$ cat src/rtl/imem_program_loader_pkg.sv
// Shared definitions for the instruction-memory program loader: loader states,
// word geometry and the big-endian byte-lane select also used by the CPU's
// instruction-memory read path.
package imem_program_loader_pkg;

    typedef enum logic [1:0] {
        ST_RECV  = 2'd0,
        ST_WRITE = 2'd1,
        ST_DONE  = 2'd2,
        ST_ERROR = 2'd3
    } ld_state_e;

    localparam int BYTES_PER_WORD = 4;

    // Byte lane k of a word in big-endian order: lane 0 is bits [31:24],
    // lane 3 is bits [7:0]. Lane k lands at byte address A+k.
    function automatic logic [7:0] be_lane(input logic [31:0] word, input logic [1:0] k);
        logic [7:0] b;
        case (k)
            2'd0:    b = word[31:24];
            2'd1:    b = word[23:16];
            2'd2:    b = word[15:8];
            default: b = word[7:0];
        endcase
        return b;
    endfunction

endpackage

$ cat src/rtl/imem_program_loader_byte_serializer.sv
// Turns one 32-bit word into four consecutive registered byte writes at
// addr, addr+1, addr+2, addr+3 (big-endian). A start pulse presents byte 0 on
// the following cycle; last_o flags the cycle byte 3 is on the bus.
module imem_byte_serializer
    import imem_program_loader_pkg::*;
#(
    parameter int                ADDR_W   = 8,
    parameter logic [ADDR_W-1:0] RST_ADDR = '0
) (
    input  logic              clk,
    input  logic              reset,
    input  logic              start_i,
    input  logic [31:0]       word_i,
    input  logic [ADDR_W-1:0] addr_i,
    output logic              mem_we_o,
    output logic [ADDR_W-1:0] mem_addr_o,
    output logic [7:0]        mem_wdata_o,
    output logic              last_o
);

    logic              we_q,    we_d;
    logic [ADDR_W-1:0] addr_q,  addr_d;
    logic [7:0]        wdata_q, wdata_d;
    logic [31:0]       word_q,  word_d;
    logic [1:0]        k_q,     k_d;

    // Next byte: load lane 0 on start, otherwise step through lanes 1..3 then stop.
    always_comb begin
        we_d    = we_q;
        addr_d  = addr_q;
        wdata_d = wdata_q;
        word_d  = word_q;
        k_d     = k_q;
        if (start_i) begin
            we_d    = 1'b1;
            addr_d  = addr_i;
            wdata_d = be_lane(word_i, 2'd0);
            word_d  = word_i;
            k_d     = 2'd0;
        end else if (we_q) begin
            if (k_q == 2'd3) begin
                we_d = 1'b0;
            end else begin
                k_d     = k_q + 2'd1;
                addr_d  = addr_q + ADDR_W'(1);
                wdata_d = be_lane(word_q, k_q + 2'd1);
            end
        end
    end

    // Byte-write registers; reset drops the strobe immediately and abandons the word.
    always_ff @(posedge clk or posedge reset) begin
        if (reset) begin
            we_q    <= 1'b0;
            addr_q  <= RST_ADDR;
            wdata_q <= 8'h00;
            word_q  <= 32'h0;
            k_q     <= 2'd0;
        end else begin
            we_q    <= we_d;
            addr_q  <= addr_d;
            wdata_q <= wdata_d;
            word_q  <= word_d;
            k_q     <= k_d;
        end
    end

    assign mem_we_o    = we_q;
    assign mem_addr_o  = addr_q;
    assign mem_wdata_o = wdata_q;
    assign last_o      = we_q && (k_q == 2'd3);

endmodule

$ cat src/rtl/imem_program_loader.sv
// Program loader: accepts instruction words on a valid/ready stream, writes
// them big-endian into byte-wide instruction memory, and holds the CPU in
// reset until the word flagged last has been fully written.
module imem_program_loader
    import imem_program_loader_pkg::*;
#(
    parameter int ADDR_W    = 8,
    parameter int BASE_ADDR = 0
) (
    input  logic              clk,
    input  logic              reset,
    input  logic              in_valid,
    output logic              in_ready,
    input  logic [31:0]       in_data,
    input  logic              in_last,
    input  logic              reload,
    output logic              mem_we,
    output logic [ADDR_W-1:0] mem_addr,
    output logic [7:0]        mem_wdata,
    output logic              cpu_reset,
    output logic              done,
    output logic              err,
    output logic [ADDR_W-2:0] word_count
);

    // Word pointer carries one extra bit so a completely filled memory reads
    // as 2^ADDR_W rather than wrapping back to 0.
    localparam logic [ADDR_W:0]   BASE_PTR  = (ADDR_W+1)'(BASE_ADDR);
    localparam logic [ADDR_W+1:0] MEM_BYTES = {2'b01, {ADDR_W{1'b0}}};

    ld_state_e         state_q, state_d;
    logic [ADDR_W:0]   ptr_q,   ptr_d;
    logic [ADDR_W-2:0] cnt_q,   cnt_d;
    logic              last_q,  last_d;
    logic              in_ready_q, done_q, err_q, cpu_reset_q;

    logic              ser_start;
    logic              ser_last;
    logic [ADDR_W+1:0] ptr_end;
    logic              room;

    assign ptr_end = {1'b0, ptr_q} + (ADDR_W+2)'(BYTES_PER_WORD);
    assign room    = (ptr_end <= MEM_BYTES);

    // Next-state: accept or reject a word, retire it after byte 3, honour reload only when idle.
    always_comb begin
        state_d   = state_q;
        ptr_d     = ptr_q;
        cnt_d     = cnt_q;
        last_d    = last_q;
        ser_start = 1'b0;
        case (state_q)
            ST_RECV: begin
                if (in_valid && in_ready_q) begin
                    if (room) begin
                        ser_start = 1'b1;
                        last_d    = in_last;
                        state_d   = ST_WRITE;
                    end else begin
                        state_d   = ST_ERROR;
                    end
                end
            end
            ST_WRITE: begin
                if (ser_last) begin
                    ptr_d   = ptr_q + (ADDR_W+1)'(BYTES_PER_WORD);
                    cnt_d   = cnt_q + 1'b1;
                    state_d = last_q ? ST_DONE : ST_RECV;
                end
            end
            ST_DONE, ST_ERROR: begin
                if (reload) begin
                    state_d = ST_RECV;
                    ptr_d   = BASE_PTR;
                    cnt_d   = '0;
                end
            end
            default: state_d = ST_RECV;
        endcase
    end

    // State register; status outputs are registered from the next state so they track it exactly.
    always_ff @(posedge clk or posedge reset) begin
        if (reset) begin
            state_q     <= ST_RECV;
            ptr_q       <= BASE_PTR;
            cnt_q       <= '0;
            last_q      <= 1'b0;
            in_ready_q  <= 1'b0;
            done_q      <= 1'b0;
            err_q       <= 1'b0;
            cpu_reset_q <= 1'b1;
        end else begin
            state_q     <= state_d;
            ptr_q       <= ptr_d;
            cnt_q       <= cnt_d;
            last_q      <= last_d;
            in_ready_q  <= (state_d == ST_RECV);
            done_q      <= (state_d == ST_DONE);
            err_q       <= (state_d == ST_ERROR);
            cpu_reset_q <= (state_d != ST_DONE);
        end
    end

    imem_byte_serializer #(
        .ADDR_W   (ADDR_W),
        .RST_ADDR (BASE_PTR[ADDR_W-1:0])
    ) u_ser (
        .clk         (clk),
        .reset       (reset),
        .start_i     (ser_start),
        .word_i      (in_data),
        .addr_i      (ptr_q[ADDR_W-1:0]),
        .mem_we_o    (mem_we),
        .mem_addr_o  (mem_addr),
        .mem_wdata_o (mem_wdata),
        .last_o      (ser_last)
    );

    assign in_ready   = in_ready_q;
    assign done       = done_q;
    assign err        = err_q;
    assign cpu_reset  = cpu_reset_q;
    assign word_count = cnt_q;

endmodule

$ cat config.mk
export PLATFORM = sky130hd
export DESIGN_NAME = imem_program_loader
export DESIGN_NICKNAME = d
export VERILOG_FILES = /design/src/rtl/imem_program_loader_pkg.sv /design/src/rtl/imem_program_loader_byte_serializer.sv /design/src/rtl/imem_program_loader.sv
export SDC_FILE = /design/constraint.sdc
export NUM_CORES = 1
export LEC_CHECK = 0
export CAP_MARGIN = 20
export CORE_MARGIN = 2
export CORE_UTILIZATION = 52
export DETAILED_ROUTE_END_ITERATION = 16
export PLACE_DENSITY_LB_ADDON = 0.2
export SKIP_LAST_GASP = 1
export SLEW_MARGIN = 10
export SYNTH_ARGS = -nofsm -noshare
export SYNTH_HDL_FRONTEND = slang
export SYNTH_SLANG_ARGS = --single-unit
$ cat constraint.sdc
create_clock -name clk -period 2.9 [get_ports clk]
set_input_delay 0.58 -clock clk [delete_from_list [all_inputs] [get_ports clk]]
set_output_delay 0.58 -clock clk [all_outputs]
set_load 0.005 [all_outputs]
### Word level (Yosys, flattened, before mapping)

Index checks and enable logic that the tools add are counted.

| cells by class | value |
|---|---|
| add/subtract/negate cells | 5 |
| order comparisons | 1 |
| equal/unequal tests | 12 |
| multiplexer cells | 28 |
| reductions and logical operators | 11 |

Operator list:

| operator | count |
|---|---|
| 8-bit 2-to-1 mux | 6 |
| 8-bit case mux with 3 select lines | 1 |
| 9-bit 2-to-1 mux | 2 |
| 9-bit case mux with 2 select lines | 1 |
| 2-bit 2-to-1 mux | 8 |
| 7-bit 2-to-1 mux | 2 |
| 7-bit case mux with 2 select lines | 1 |
| 2-bit == test, second input constant | 6 |
| 9-bit by 3-bit adder with 10-bit output, second input constant | 1 |
| 10-bit by 9-bit less-or-equal comparator with 1-bit output, second input constant | 1 |
| 9-bit by 3-bit adder with 9-bit output, second input constant | 1 |
| 8-bit by 1-bit adder with 8-bit output, second input constant | 1 |
| 2-bit inequality test, second input constant | 4 |
| 7-bit by 1-bit adder with 7-bit output, second input constant | 1 |
| 2-bit zero test | 3 |
| 1-bit 2-to-1 mux | 6 |
| 2-bit case mux with 3 select lines | 1 |
| 3-bit AND reduction | 2 |
| 2-bit by 1-bit == test with 1-bit output, second input constant | 2 |
| 2-bit nonzero test | 2 |
| 2-bit by 1-bit adder with 2-bit output, second input constant | 1 |
| 1-bit logical AND | 2 |
| 2-bit AND reduction | 1 |
| 2-bit OR reduction | 1 |

| word-level totals | value |
|---|---|
| register bits | 74 |
| output and inout bits | 28 |

### Logic depth before layout (Yosys ltp)

| logic depth | value |
|---|---|
| depth after elaboration | 7 |
| depth in mapped cells | 8 |

### By module

Synthesis repeated with hierarchy kept, for this count alone.

| unflattened totals | value |
|---|---|
| cells, all modules | 326 |
| area total of the unflattened synthesis | 3,463.3 µm² |

By module, submodules not included:

| module | instances | cells an instance | area each (µm²) | seq. area each (µm²) |
|---|---|---|---|---|
| imem_byte_serializer | 1 | 215 | 2,391.0 | 1,276.2 |
| imem_program_loader | 1 | 111 | 1,072.3 | 526.8 |

### Worst setup path after synthesis

Ideal clock, no wire load.

| timing | value |
|---|---|
| path kind | flip-flop to flip-flop |
| start | register ptr_q[3] |
| end | register last_q |
| data arrival time | 1.963 ns |
| data required time | 2.775 ns |
| path slack | 0.812 ns |
| stages on the path, launching flop included | 7 |
| path buffers | 1 |
| cell sequence | dfrtp_1 > a211o_2 > a21oi_1 > a32oi_2 > nor3b_4 > buf_6 > mux2_4 |

| between the ends | value |
|---|---|
| word-level cells in the longest chain between the ends | 3 |

Ends and longest elaborated chain:

| element | line | source |
|---|---|---|
| start: declaration | imem_program_loader.sv:32 | `logic [ADDR_W:0] ptr_q, ptr_d;` |
| start signal: assignment | imem_program_loader.sv:95 | `ptr_q <= ptr_d;` |
| 9-bit by 3-bit adder with 10-bit output | imem_program_loader.sv:42 | `assign ptr_end = {1'b0, ptr_q} + (ADDR_W+2)'(BYTES_PER_WORD);` |
| 10-bit by 9-bit less-or-equal comparator with 1-bit output | imem_program_loader.sv:43 | `assign room = (ptr_end <= MEM_BYTES);` |
| 3-bit AND reduction (no source line) | n/a |  |
| end signal: assignment | imem_program_loader.sv:97 | `last_q <= last_d;` |
| end: declaration | imem_program_loader.sv:34 | `logic last_q, last_d;` |

Every way passes these cells.
A chain may end at the register's enable or synchronous reset.

### Worst setup path in the final report

| timing | value |
|---|---|
| start | register ptr_q[3] |
| end | register u_ser.word_q[29] |

| between the ends | value |
|---|---|
| word-level cells in the longest chain between the ends | 5 |

Ends and longest elaborated chain:

| element | line | source |
|---|---|---|
| 9-bit by 3-bit adder with 10-bit output | imem_program_loader.sv:42 |  |
| 10-bit by 9-bit less-or-equal comparator with 1-bit output | imem_program_loader.sv:43 |  |
| 1-bit 2-to-1 mux | imem_program_loader.sv:55 | `if (room) begin` |
| 1-bit 2-to-1 mux | imem_program_loader.sv:54 | `if (in_valid && in_ready_q) begin` |
| 1-bit 2-to-1 mux | imem_program_loader.sv:52 | `case (state_q)` |
| end signal: assignment | imem_program_loader_byte_serializer.sv:63 | `word_q <= word_d;` |
| end: declaration | imem_program_loader_byte_serializer.sv:24 | `logic [31:0] word_q, word_d;` |

Every way passes these cells.

==> qor.csv <==
stage,metric,value,unit
run_status,status,"finished, final reports clean",
synth,synth-seq-cells,72,
pwr,peakVddDrop,0.461,mV
finish,layout_common_cells,"dfrtp_1 (71), clkdlybuf4s50_1 (64), mux2_4 (45)",
clock_tree,htree_levels,3,
synth,synth_flop_cell,dfrtp_1,
worst_hold_path,hold_path.class,flip-flop to flip-flop,
timing,max_clock_freq,418,MHz
pwr,power_frac_seq,38.4,%
timing,rsz0062_at_grt,false,
synth,syn_inst,294,
setup_path,endpoint_kind,flip-flop,
floorplan,num_rows,30,
global_route,overflow,0,
synth,synth-simple-area-share,11.0,%
finish,drive_gt1_share,21.9,%
route,wl,6.99,mm
synth,synth-compound-area-share,8.87,%
synth,synth_xor_area_share,2.95,%
job,cap_violations,0,
synth,synth_warnings,0,
setup_path,crit_required,3.12,ns
clock_tree,ctsHoldBuffers,0,
floorplan,die_y,86.8,um
setup_path,crit_fanout,52,
timing,finalWorstSetupSlack,0.506,ns
pwr,p_sw_share,31.1,%
clock_tree,clk_latency,0.34,ns
clock_tree,cts-root-buf,clkbuf_8,
clock_tree,cts_tree,built,
global_route,grt_pass1_wl,11.4,mm
timing,skew,0.0125,ns
floorplan,die-area,0.00754,sq mm
global_route,grtUsageTotal,19.8,%
finish,area_growth,26.9,%
floorplan,initial_utilization,53.1,%
timing,final-setup-viol-count,0,
global_route,antenna_found_initial,0,
clock_tree,path_clk_slew,0.08,ns
pwr,cellLeakagePower,0.00198,uW
clock_tree,cts.sinks,72,
pwr,power_frac_comb,40.0,%
synth,synth_fa_ha_area_share,3.16,%
pwr,p_int,3360,uW
route,vias,2447,
route,wl_per_cell,15.9,um
route,drc,0,
pwr,p_clk_share,21.5,%
route,firstDrtPassIters,5,
synth,synth_area_per_cell,12.1,sq um
setup_path,worstPathArrival,2.61,ns
pwr,p_switching,1510,uW
setup_path,cp-start-kind,flip-flop,
route,viasPerCell,5.56,
floorplan,core,0.00672,sq mm
finish,n_antenna_cell,0,
placed_design,pre_cts_ws,0.400,ns
global_route,grt_max_degree,54,
synth,synth-seq-area-share,50.5,%
synth,synth_cell_types,35,
clock_tree,clockBufferDepth,2,
placed_design,place_hpwl,4.74,mm
synth,synthMuxAreaShare,19.9,%
route,drt_iter0_markers,172,
placed_design,gp_congestion,0.794,
placed_design,port_buffers,64,
synth,syn_area,0.00357,sq mm
timing,layout_worst_path_cycle_share,82.5,%
synth,synth_top_family_by_area,multiplexers,
timing,tightestPinTransition,0.578,ns
setup_path,crit_type,flip-flop to flip-flop,
clock_tree,cts_resized,0,
pwr,power.density,1080,mW/mm^2
timing,relSlewSlack,61.5,%
clock_tree,post-cts-setup-buffers,0,
timing,slew_violations,0,
clock_tree,numCtsBuffers,9,
floorplan,die_x,86.8,um
timing,finalSetupTns,0,ns
route,antenna_left,0,
global_route,grt_pass1_vias,2333,
timing,period_minus_slack,2.39,ns
timing,hold_violations,0,
synth,synth_nets,340,
synth,synth_edf_count,0,
finish,final_common_cell,dfrtp_1,
floorplan,ios,65,
finish,nets,402,
synth,synthArstFlopShare,100,%
[per-stage QoR]
| stage | utilization, % | instance area [sq um] | instances | power (uW) | hold slack, ns |
|---|---|---|---|---|---|
| 2_1_floorplan | - | 3570 | 294 | 3160 | 0.480 |
| 3_3_place_gp | 63.4 | 4260 | 425 | 3760 | 0.493 |
| 3_5_place_dp | 63.4 | 4260 | 425 | 3830 | 0.495 |
| 4_1_cts | 67.4 | 4530 | 440 | 4900 | 0.517 |
| 5_1_grt | 67.4 | 4530 | 440 | 5200 | 0.534 |
| 6_report | 67.4 | 4530 | 440 | 4880 | 0.515 |
[cell families after synthesis]
family / count (synthesis)
and+or+nand+nor: 80
adders and majority gates: 9
AOI/OAI and AO/OA: 49
muxes: 48
buffers and inverters: 24
DFF: 72
xor gates and xnor gates: 12
[flip-flops by register name (all words and copies together) (netlist names)]
register,flops
cpu_reset,1
u_ser.k_q,2
ptr_q,7
u_ser.mem_addr_o,8
u_ser.mem_we_o,1
err,1
u_ser.mem_wdata_o,8
word_count,7
u_ser.word_q,32
in_ready,1
state_q,2
last_q,1
done,1
[area by class of cell]
type / instances / area [sq um]
Multi-Input combinational cell: 198 / 1640
Clock inverter: 5 / 129
Sequential cell: 72 / 1800
Timing Repair Buffer: 68 / 696
Clock buffer: 10 / 138
Tap cell: 80 / 100
Inverter: 7 / 26.3
Fill cell: 511 / 2190
[metal layers]
metal  routed length (um)  up-vias  track usage (%)  share of wire, %
li1                     -     1167                -                 -
met1                 3560     1193             30.2                51
met2                 2940       75             27.5                42
met3                  373       12             3.90               5.3
met4                  112        0             7.95               1.6
met5                    0        -                0                 0
[worst paths after layout]
path                       slack, ns              from          endpoint  depth (start not counted)
setup reg to reg                0.51          ptr_q[3]  u_ser.word_q[29]                          7
hold reg to reg                 0.52  u_ser.word_q[30]  u_ser.word_q[30]                          1
min in group asynchronous       0.56             reset   u_ser.word_q[3]                          2
setup / recovery                0.51          ptr_q[3]  u_ser.word_q[29]                          7
hold / removal                  0.52  u_ser.word_q[30]  u_ser.word_q[30]                          1
max in group asynchronous       1.65             reset         cpu_reset                          3
[worst max-delay path: stages (launching register included)]
cell and delay, ns:
dfrtp_1 0.50, ha_1 0.25, nand2_1 0.09, o21ai_0 0.29
a32oi_2 0.14, nor3b_4 0.25, buf_12 0.36, mux2_2 0.38
[cells in the mapped netlist, types with 2 or more instances]
| library cell | instances | area (sq um) |
|---|---|---|
| mux2_4 | 45 | 676 |
| and2_1 | 2 | 12.5 |
| nand3_1 | 7 | 35.0 |
| nor3_1 | 6 | 30.0 |
| nand2b_1 | 2 | 12.5 |
| nor2b_1 | 2 | 12.5 |
| xor2_1 | 3 | 26.3 |
| o21ai_0 | 18 | 90.1 |
| nand2_1 | 32 | 120 |
| nand4_1 | 3 | 18.8 |
| a21oi_1 | 16 | 80.1 |
| or3_2 | 2 | 15.0 |
| dfrtp_1 | 71 | 1780 |
| mux2_2 | 3 | 33.8 |
| xnor2_1 | 9 | 78.8 |
| a31o_2 | 3 | 26.3 |
| nor2_1 | 16 | 60.1 |
| a222oi_1 | 8 | 80.1 |
| clkbuf_1 | 11 | 41.3 |
| inv_1 | 7 | 26.3 |
| ha_1 | 9 | 113 |
| or3_1 | 2 | 12.5 |
| buf_6 | 5 | 56.3 |
[power by group through the flow]
stage	Combinational [uW]	Sequential (uW)	Clock [uW]
2_1_floorplan	1400	1760	0
3_3_place_gp	1890	1870	0
3_5_place_dp	1950	1880	0
4_1_cts	1970	1870	1060
5_1_grt	2160	1940	1100
6_report	1950	1870	1050
(Power assumes the default switching activity.)
